===== src/rtl/tdm_demux_1to8.sv =====
// tdm_demux_1to8 -- receive end of the 8-way time-division link.
// Steps a slot counter (Selector), steers each accepted sample into a shadow
// lane and publishes the completed frame on Out with a one-cycle out_valid
// strobe. Early frame_sync and mid-frame stalls abort the frame with a
// one-cycle frame_err strobe; the aborted lanes never reach Out.
//
// Optional build macro: TDM_PARITY_CHECK_EN
//   defined   -> each frame carries a ninth even-parity slot (index 8),
//                Selector is 4 bits wide, and a parity mismatch aborts the
//                frame with frame_err instead of publishing it.
//   undefined -> plain 8-slot frames, 3-bit Selector, no parity logic.
module tdm_demux_1to8 #(
    parameter int DATA_W  = 1,
    parameter int TIMEOUT = 15
) (
    input  logic                  clk,
    input  logic                  reset,
    input  logic [DATA_W-1:0]     In,
    input  logic                  in_valid,
    input  logic                  frame_sync,
    output logic [8*DATA_W-1:0]   Out,
    output logic                  out_valid,
    output logic                  frame_err,
`ifdef TDM_PARITY_CHECK_EN
    output logic [3:0]            Selector
`else
    output logic [2:0]            Selector
`endif
);

`ifdef TDM_PARITY_CHECK_EN
    // Nine slots per frame; all eight data lanes are held in shadow until the
    // parity slot arrives.
    localparam int SEL_W        = 4;
    localparam int NSLOT        = 9;
    localparam int SHADOW_LANES = 8;
`else
    // Eight slots per frame; lane 7 goes straight from In to Out on completion,
    // so only lanes 0..6 need shadow storage.
    localparam int SEL_W        = 3;
    localparam int NSLOT        = 8;
    localparam int SHADOW_LANES = 7;
`endif

    localparam int SHADOW_W = SHADOW_LANES * DATA_W;

    localparam logic [0:0] S_IDLE    = 1'b0;
    localparam logic [0:0] S_COLLECT = 1'b1;

    localparam logic [SEL_W-1:0] SEL_ZERO = {SEL_W{1'b0}};
    localparam logic [SEL_W-1:0] SEL_ONE  = SEL_W'(1);
    localparam logic [SEL_W-1:0] SEL_LAST = SEL_W'(NSLOT - 1);

    localparam logic [7:0] IDLE_ZERO = 8'd0;
    localparam logic [7:0] IDLE_ONE  = 8'd1;
    localparam logic [7:0] TIMEOUT_C = 8'(TIMEOUT);

`ifdef TDM_PARITY_CHECK_EN
    // Even parity across the eight data lanes: bitwise XOR of all lanes.
    function automatic logic [DATA_W-1:0] frame_parity(input logic [8*DATA_W-1:0] lanes);
        logic [DATA_W-1:0] acc;
        acc = {DATA_W{1'b0}};
        for (int k = 0; k < 8; k++) begin
            acc = acc ^ lanes[k*DATA_W +: DATA_W];
        end
        return acc;
    endfunction
`endif

    logic [0:0]          state_r,  state_s;
    logic [SEL_W-1:0]    sel_r,    sel_s;
    logic [7:0]          idle_r,   idle_s;
    logic [7:0]          idle_inc_s;
    logic [SHADOW_W-1:0] shadow_r, shadow_s;
    logic [8*DATA_W-1:0] out_r,    out_s;
    logic                out_valid_r, out_valid_s;
    logic                frame_err_r, frame_err_s;

    assign idle_inc_s = idle_r + IDLE_ONE;

    // Next-state logic: slot steering, frame completion and abort detection.
    always_comb begin
        state_s     = state_r;
        sel_s       = sel_r;
        idle_s      = idle_r;
        shadow_s    = shadow_r;
        out_s       = out_r;
        out_valid_s = 1'b0;
        frame_err_s = 1'b0;

        case (state_r)
            S_IDLE: begin
                sel_s  = SEL_ZERO;
                idle_s = IDLE_ZERO;
                if (in_valid && frame_sync) begin
                    shadow_s                = {SHADOW_W{1'b0}};
                    shadow_s[0 +: DATA_W]   = In;
                    sel_s                   = SEL_ONE;
                    state_s                 = S_COLLECT;
                end else begin
                    // Unsynchronised samples are dropped without complaint.
                    state_s = S_IDLE;
                end
            end

            S_COLLECT: begin
                if (in_valid && frame_sync) begin
                    // Early sync: abort the partial frame, restart on this sample.
                    frame_err_s           = 1'b1;
                    shadow_s              = {SHADOW_W{1'b0}};
                    shadow_s[0 +: DATA_W] = In;
                    sel_s                 = SEL_ONE;
                    idle_s                = IDLE_ZERO;
                    state_s               = S_COLLECT;
                end else if (in_valid) begin
                    idle_s = IDLE_ZERO;
                    if (sel_r == SEL_LAST) begin
`ifdef TDM_PARITY_CHECK_EN
                        if (frame_parity(shadow_r) == In) begin
                            out_s       = shadow_r;
                            out_valid_s = 1'b1;
                        end else begin
                            frame_err_s = 1'b1;
                        end
`else
                        out_s       = {In, shadow_r};
                        out_valid_s = 1'b1;
`endif
                        sel_s   = SEL_ZERO;
                        state_s = S_IDLE;
                    end else begin
                        shadow_s[DATA_W*int'(sel_r) +: DATA_W] = In;
                        sel_s = sel_r + SEL_ONE;
                    end
                end else begin
                    // Stall: abort once the idle run reaches the tolerated limit.
                    if (idle_inc_s == TIMEOUT_C) begin
                        frame_err_s = 1'b1;
                        shadow_s    = {SHADOW_W{1'b0}};
                        sel_s       = SEL_ZERO;
                        idle_s      = IDLE_ZERO;
                        state_s     = S_IDLE;
                    end else begin
                        idle_s = idle_inc_s;
                    end
                end
            end

            default: begin
                state_s  = S_IDLE;
                sel_s    = SEL_ZERO;
                idle_s   = IDLE_ZERO;
                shadow_s = {SHADOW_W{1'b0}};
            end
        endcase
    end

    // State and output registers with synchronous reset.
    always_ff @(posedge clk) begin
        if (reset) begin
            state_r     <= S_IDLE;
            sel_r       <= SEL_ZERO;
            idle_r      <= IDLE_ZERO;
            shadow_r    <= {SHADOW_W{1'b0}};
            out_r       <= {(8*DATA_W){1'b0}};
            out_valid_r <= 1'b0;
            frame_err_r <= 1'b0;
        end else begin
            state_r     <= state_s;
            sel_r       <= sel_s;
            idle_r      <= idle_s;
            shadow_r    <= shadow_s;
            out_r       <= out_s;
            out_valid_r <= out_valid_s;
            frame_err_r <= frame_err_s;
        end
    end

    assign Out       = out_r;
    assign out_valid = out_valid_r;
    assign frame_err = frame_err_r;
    assign Selector  = sel_r;

endmodule


===== config.mk =====
export PLATFORM = sky130hd
export DESIGN_NAME = tdm_demux_1to8
export DESIGN_NICKNAME = d
export VERILOG_FILES = /design/src/rtl/tdm_demux_1to8.sv
export SDC_FILE = /design/constraint.sdc
export NUM_CORES = 1
export LEC_CHECK = 0
export CAP_MARGIN = 25
export CORE_UTILIZATION = 25
export DETAILED_ROUTE_END_ITERATION = 6
export HOLD_SLACK_MARGIN = 0.08
export MAX_ROUTING_LAYER = met4
export SYNTH_ARGS = -nofsm -noshare
export SYNTH_HDL_FRONTEND = slang
export SYNTH_SLANG_ARGS = --single-unit

===== constraint.sdc =====
create_clock -name clk -period 4.64 [get_ports clk]
set_input_delay 0.928 -clock clk [delete_from_list [all_inputs] [get_ports clk]]
set_output_delay 0.928 -clock clk [all_outputs]
set_load 0.01 [all_outputs]

==> results of run 1 <==
sequential cells by signal (all words and copies together) (netlist names):
signal	count
Out	8
idle_r	8
shadow_r	7
Selector	3
frame_err	1
out_valid	1
state_r	1
synth_stat cells, types with 2 or more instances:
cell type | number | share of area [%]
a211oi_1 | 2 | 0.98
a21oi_1 | 22 | 7.2
a311oi_1 | 3 | 1.7
and3_1 | 6 | 2.4
clkbuf_1 | 5 | 1.2
dfxtp_1 | 29 | 38
ha_1 | 8 | 6.5
inv_1 | 5 | 1.2
nand2_1 | 29 | 7.1
nand3_1 | 5 | 1.6
nor2_1 | 14 | 3.4
nor2b_1 | 5 | 2.0
nor3_1 | 10 | 3.3
nor4_1 | 4 | 1.6
o21ai_0 | 7 | 2.3
xnor2_1 | 3 | 1.7
xor2_1 | 2 | 1.1
critical path: stages:
cell	delay (ns)
clkdlybuf4s50_1	0.67
nand4bb_4	0.40
or4b_1	0.63
nor4_1	0.37
nor3_1	0.09
a21oi_1	0.15
area by class of cell:
class	count	area, um2	area share [%]
sequential	29	581	31.2
inverter	5	18.8	1.01
multi-input combinational	144	910	48.9
clock inverter	3	17.5	0.942
timing repair buffer	17	170	9.15
clock buffer	5	68.8	3.70
tap	75	93.8	5.05
per-layer routing:
layer / global-route usage [%] / share of wire, %
met4: 7.32 / 2.1
met5: - / 0
met2: 19.7 / 46
met1: 15.3 / 47
met3: 3.75 / 4.9
where the power goes:
group | internal (mW) | leakage (nW) | total [mW] | switching (mW)
clock network | 0.103 | 0.0439 | 0.211 | 0.108
logic | 0.0156 | 0.374 | 0.0386 | 0.0231
registers | 0.251 | 0.234 | 0.254 | 0.00337
metrics by stage:
stage	total power, mW	utilization, %	worst slack (ns)	instances	instance area, um2
floorplan	0.284	-	2.28	184	1530
global placement	0.298	29.9	1.38	270	1770
detailed placement	0.298	29.9	1.33	270	1770
CTS	0.509	31.4	1.63	278	1860
global route	0.526	31.4	1.46	278	1860
finish	0.504	31.4	1.63	278	1860
kinds of logic (layout without fill, tap and decap cells):
logic type / after synthesis / after routing / synth area share, %
and+or+nand+nor: 84 / 84 / 29.5
xor gates and xnor gates: 5 / 5 / 2.86
adders and majority gates: 8 / 8 / 6.53
AOI/OAI and AO/OA: 47 / 47 / 20.5
DFF: 29 / 29 / 37.9
buffers and inverters: 11 / 30 / 2.78
worst max path at each step:
stage                      from          end  slack [ns]
global route              reset  shadow_r[5]        1.46
floorplan           Selector[0]  shadow_r[4]        2.28
finish                    reset  shadow_r[3]        1.63
global placement          reset  shadow_r[3]        1.38
CTS                       reset  shadow_r[3]        1.63
detailed placement        reset  shadow_r[3]        1.33
==> impl_metrics.toml, run 1 <==
[routing]
firstDrtPassIters = 4
vias = 1443
drc = 0
vias_per_cell = 5.19
drtIter0Drc = 109
wl_per_cell_um = 13.2
ant_nets = 0
drt_wl_total_um = 3680

[clock_tree]
clk_transition_reported_paths_ns = 0.07
hold_buffers = 0
cts-buffers-inserted = 5
clk_latency_ns = 0.29
cts.path.max_buffers = 2
cts_tree = "done"
postCtsSetupBuffers = 0
ctsResizeCount = 0
htree_levels = 2
numClockSinks = 29
cts_root_buf = "clkbuf_8"

[run_status]
outcome = "finished, final reports clean"

[setup_path]
endpoint_kind = "flop"
r2r-start = "Selector[0]"
path_max_fanout = 14
cp-start-kind = "primary input"
cp.arrival_ns = 3.24
rrSetupSlack_ns = 2.07
reg2reg_to = "shadow_r[4]"
critPathKind = "in -> reg"
ff2ff_path_depth = 8
cp.required_ns = 4.87

[finish]
final_cell_mix = "dfxtp_1 (29), nand2_1 (29), a21oi_1 (22)"
drive_above_1_share_pct = 9.36
num_antenna_cells = 0
fill_cells = 642
synthToLayoutAreaGrowth_pct = 21.3
final_nets = 215

[grt]
grt.total_usage_pct = 13.0
antenna_found_initial = 0
grt_max_degree = 15
grt_pass1_wl_um = 6230
first_global_vias = 1313
grt.overflow.total = 0

[sta]
hold_violations = 0
fin_crit_ns = 3.01
timing.hold.ws_ns = 0.456
rsz0062_at_grt = "false"
post-route-period-util_pct = 64.9
setup-tns-final_ns = 0
finClkSkew_ns = 0.00849
slew_headroom_pct = 54.0
drv_slew = 0
finalSetupViolCount = 0
tightest_slew_ns = 0.684
max_freq_mhz = 332

[min_path]
hold_path.class = "reg -> reg"
hold_path_startpoint = "Out[1]"
hold_path_end = "Out[1]"
whs_path_depth = 2

[logic_synthesis]
synth_area_mm2 = 0.00153
synth_cells = 184
async_reset_ff_share_pct = 0
synth_edf_count = 0
ys_seq_area_share_pct = 37.9
synth_flop_cell = "dfxtp_1"
ys_ff_latch = 29
synthDistinctLibCells = 42
syn_avg_cell_area_um2 = 8.33
syn_nets = 197
yosys_warnings = 0

[floorplanning]
start_util_pct = 25.9
die_w_um = 80.3
core_mm2 = 0.00592
rows = 28
die_area_mm2 = 0.00645
num_io_pins = 18
die_h_um = 80.3

[placed_design]
hpwlAfterDp_um = 2610
io_buffers = 17
place.gp.congestion = 0.905

[power]
power_density_mw_per_mm2 = 271
leakage_nw = 0.652
max-vdd-ir-drop_mv = 0.128

[job]
max-cap-violations = 0
Power figures use the tool's default switching activity.
==> run 2: changes to the inputs <==
==> constraint.sdc (replaced) <==
create_clock -name clk -period 2.6 [get_ports clk]
set_input_delay 0.52 -clock clk [delete_from_list [all_inputs] [get_ports clk]]
set_output_delay 0.52 -clock clk [all_outputs]
set_load 0.01 [all_outputs]
==> run 2 against run 1 <==
Against the previous run: non-clock buffer count up 7; combinational power grew 99%; clock-buffer cell count is 2 higher; largest cell class unchanged.
==> impl_metrics.toml, run 2 (same netlist as run 1, synthesis figures left out) <==
[sta]
drv_slew = 0
finalSetupViolCount = 0
finClkSkew_ns = 0.0109
post-route-period-util_pct = 90.7
fin_crit_ns = 2.36
setup-tns-final_ns = 0
slew_headroom_pct = 68.9
timing.hold.ws_ns = 0.454
max_freq_mhz = 424
tightest_slew_ns = 0.467
rsz0062_at_grt = "false"
hold_violations = 0

[finish]
final_cell_mix = "dfxtp_1 (29), nand2_1 (29), a21oi_1 (22)"
fill_cells = 638
final_nets = 222
synthToLayoutAreaGrowth_pct = 26.1
fin_area_mm2 = 0.00193
drive_above_1_share_pct = 12.9
num_antenna_cells = 0

[setup_path]
critPathKind = "reg -> reg"
worstPathCellList = "inv_1 > ha_1 > ha_1 > or4b_1 > nor4_1 > nor3_1 > a21oi_1"
slowest_delay_ns = 0.66
critPathMostFrequentCell = "ha_1"
cp_top_family = "simple AND/OR/NAND/NOR gates"
endpoint_kind = "flop"
rrSetupSlack_ns = 0.24
cp.arrival_ns = 2.58
r2r-start = "Selector[0]"
cp_slowest_cell = "or4b_1"
cp-start-kind = "flop"
cp.required_ns = 2.82
ff2ff_path_depth = 7
reg2reg_to = "shadow_r[3]"
path_max_fanout = 8
cp.buffers_inverters = 1

[power]
power_density_mw_per_mm2 = 491
power_mw = 0.949
leakage_nw = 0.696
max-vdd-ir-drop_mv = 0.291

[routing]
wl_per_cell_um = 12.9
firstDrtPassIters = 4
drtIter0Drc = 104
vias_per_cell = 4.93
drt_wl_total_um = 3680
ant_nets = 0
vias = 1404
drc = 0

[clock_tree]
cts_root_buf = "clkbuf_8"
cts.path.max_buffers = 2
postCtsSetupBuffers = 0
htree_levels = 2
clk_transition_reported_paths_ns = 0.07
cts-buffers-inserted = 5
cts_tree = "done"
numClockSinks = 29
clk_latency_ns = 0.29

[grt]
grt.total_usage_pct = 13.0
first_global_vias = 1335
grt_max_degree = 14
grt.overflow.total = 0
grt_pass1_wl_um = 6150
antenna_found_initial = 0

[floorplanning]
num_io_pins = 18
die_w_um = 80.3
rows = 28
core_mm2 = 0.00592
die_h_um = 80.3
die_area_mm2 = 0.00645
start_util_pct = 25.9

[run_status]
outcome = "finished, final reports clean"

[job]
max-cap-violations = 0

[min_path]
hold_path_startpoint = "Out[7]"
hold_path.class = "reg -> reg"
hold_path_end = "Out[7]"
whs_path_depth = 2

[placed_design]
hpwlAfterDp_um = 2670
io_buffers = 17
place.gp.congestion = 0.930
place_area_mm2 = 0.00183
-- run 2: worst max-delay path by stage --
stage	end	startpoint	depth (start not counted)	slack [ns]
CTS	shadow_r[5]	Selector[0]	7	0.24
detailed placement	shadow_r[5]	frame_sync	6	0.08
finish	shadow_r[3]	Selector[0]	7	0.24
global route	shadow_r[5]	Selector[0]	7	0.1
floorplan	shadow_r[4]	Selector[0]	9	0.24
global placement	shadow_r[4]	in_valid	6	0.14
-- run 2: repair_timing --
| action | 4_1_cts | 5_1_grt |
|---|---|---|
| resized for setup | 0 | 1 |
| hold buffers | 0 | 0 |
| endpoints found under the setup margin | 0 | 1 |
-- run 2: metal layers --
layer / up-vias / wire length [um] / GRT usage [%]
met5: - / 0 / -
met1: 662 / 1790 / 15.1
li1: 713 / - / -
met2: 25 / 1660 / 20.6
met4: 0 / 37 / 4.46
met3: 4 / 195 / 4.77
-- run 2: cell type report --
class	instances	area, um2	area share [%]
Multi-Input combinational cell	144	916	47.4
Sequential cell	29	581	30.0
Timing Repair Buffer	24	223	11.5
Clock buffer	7	96.3	4.98
Tap cell	75	93.8	4.85
Inverter	5	18.8	0.971
Clock inverter	1	5.00	0.259
-- run 2: worst min-delay path: stages, from the launching register on --
cell and delay, ns:
dfxtp_1 0.30, nand2_1 0.05, a21oi_1 0.05
-- run 2: per-stage QoR --
stage | instances | util [%] | worst slack, ns
floorplan | 184 | - | 0.237
global placement | 277 | 30.8 | 0.144
detailed placement | 277 | 30.8 | 0.0806
CTS | 285 | 32.5 | 0.235
global route | 285 | 32.7 | 0.0963
finish | 285 | 32.7 | 0.242
-- run 2: report_power, final --
group	internal [mW]	switching (mW)
clock network	0.239	0.179
logic	0.0335	0.0433
registers	0.448	0.00639
total	0.720	0.229
==> run 3: changes to the inputs <==
--- a/config.mk
+++ b/config.mk
@@ -5,9 +5,10 @@
 export SDC_FILE = /design/constraint.sdc
 export NUM_CORES = 1
 export LEC_CHECK = 0
-export CAP_MARGIN = 25
+export CAP_MARGIN = 20
 export CORE_UTILIZATION = 25
 export DETAILED_ROUTE_END_ITERATION = 6
+export DONT_BUFFER_PORTS = 1
 export HOLD_SLACK_MARGIN = 0.08
 export MAX_ROUTING_LAYER = met4
 export SYNTH_ARGS = -nofsm -noshare
==> run 3 against run 2 <==
Against the previous run: worst setup slack worse by 0.053 ns; first-iteration DRC count decreased by 7.7%; global-route usage decreased by 1.2 points; final area fell by 8.7%; cell count shrank 7.4%; power grew 13%; combinational power is 27% lower; worst hold slack worse by 0.16 ns; highest routed layer unchanged.
==> impl_metrics.toml, run 3 (same netlist as run 1, synthesis figures left out) <==
[run_status]
outcome = "finished, final reports clean"

[sta]
rsz0062_at_grt = "false"
fin_crit_ns = 2.41
drv_slew = 0
slew_headroom_pct = 71.0
setup_slack_ns = 0.188
hold_violations = 0
finalSetupViolCount = 0
max_freq_mhz = 415
tightest_slew_ns = 0.435
setup-tns-final_ns = 0
finClkSkew_ns = 0.00703
post-route-period-util_pct = 92.8

[power]
power_density_mw_per_mm2 = 609
power_mw = 1.08
max-vdd-ir-drop_mv = 0.269
leakage_nw = 0.631

[routing]
drc = 0
firstDrtPassIters = 4
drtIter0Drc = 96
drt_wl_total_um = 3350
wl_per_cell_um = 12.7
vias_per_cell = 4.95
vias = 1306
ant_nets = 0

[grt]
antenna_found_initial = 0
grt_pass1_wl_um = 5580
grt_max_degree = 15
grt.total_usage_pct = 11.7
first_global_vias = 1235
grt.overflow.total = 0

[min_path]
whs_path_depth = 1
hold_path_end = "Out[2]"
hold_path_startpoint = "reset"
hold_path.class = "in -> reg"

[finish]
drive_above_1_share_pct = 12.2
synthToLayoutAreaGrowth_pct = 15.2
num_antenna_cells = 0
final_nets = 201
fill_cells = 614
final_cell_mix = "dfxtp_1 (29), nand2_1 (29), a21oi_1 (22)"

[floorplanning]
die_w_um = 80.3
die_h_um = 80.3
num_io_pins = 18
start_util_pct = 25.9
core_mm2 = 0.00592
die_area_mm2 = 0.00645
rows = 28

[clock_tree]
cts_root_buf = "clkbuf_8"
clk_transition_reported_paths_ns = 0.07
cts_tree = "done"
cts-buffers-inserted = 5
cts.path.max_buffers = 2
htree_levels = 2
numClockSinks = 29
hold_buffers = 0
clk_latency_ns = 0.29
postCtsSetupBuffers = 0

[setup_path]
reg2reg_to = "shadow_r[3]"
rrSetupSlack_ns = 0.19
cp.arrival_ns = 2.63
cp.required_ns = 2.82
cp-start-kind = "flop"
endpoint_kind = "flop"
r2r-start = "Selector[0]"
path_max_fanout = 8
critPathKind = "reg -> reg"
ff2ff_path_depth = 7

[placed_design]
pre_cts_ws_ns = 0.183
hpwlAfterDp_um = 2380
place.gp.congestion = 0.848
io_buffers = 0

[job]
max-cap-violations = 0
[run 3: cell count changes in the layout (fill, tap and decap cells not counted), sizes merged]
cell / previous run / this run
clkbuf: 7 / 5
bufinv: 0 / 2
buf: 7 / 3
clkdlybuf4s50: 17 / 0
[run 3: cell type report]
class | instances | area (um2) | share of cell area (%)
Clock buffer | 5 | 68.8 | 3.90
Clock inverter | 3 | 65.1 | 3.69
Inverter | 5 | 18.8 | 1.06
Multi-Input combinational cell | 144 | 916 | 51.9
Sequential cell | 29 | 581 | 32.9
Tap cell | 75 | 93.8 | 5.32
Timing Repair Buffer | 3 | 22.5 | 1.28
[run 3: per-stage QoR]
stage	hold WS, ns	cells	cell area (um2)	util, %
floorplan	0.429	184	1530	-
global placement	0.440	256	1630	27.5
detailed placement	0.441	256	1630	27.5
CTS	0.290	264	1760	29.7
global route	0.280	264	1770	29.8
finish	0.294	264	1770	29.8
[run 3: worst max-delay path by stage]
stage | startpoint | end | slack, ns
6_report | Selector[0] | shadow_r[3] | 0.19
5_1_grt | Selector[0] | shadow_r[3] | 0.02
4_1_cts | Selector[0] | shadow_r[5] | 0.17
3_5_place_dp | Selector[0] | shadow_r[5] | 0.18
3_3_place_gp | Selector[0] | shadow_r[5] | 0.28
2_1_floorplan | Selector[0] | shadow_r[4] | 0.24
[run 3: power by group]
group / leakage (nW) / switching [mW] / total (mW) / internal [mW]
clock: 0.0681 / 0.185 / 0.565 / 0.381
sequential: 0.234 / 0.00659 / 0.455 / 0.448
combinational: 0.329 / 0.0328 / 0.0558 / 0.0230
[run 3: what timing repair did]
item	in CTS	in global routing
endpoints found under the setup margin	0	1
gates resized for setup	0	1
endpoints found under the hold margin	0	0
[run 3: worst max-delay path, cell delays in order, from the launching register on]
cell and delay (ns):
dfxtp_1 0.54, inv_1 0.11, ha_1 0.22, ha_1 0.22
or4b_1 0.64, nor4_1 0.38, nor3_1 0.09, a21oi_1 0.15
[run 3: metal layers]
layer / share of wire [%] / GRT usage [%] / vias up
li1: - / - / 668
met1: 47 / 13.3 / 604
met2: 46 / 18.1 / 27
met3: 5.9 / 4.55 / 7
met4: 1.8 / 5.71 / 0
met5: 0 / - / -
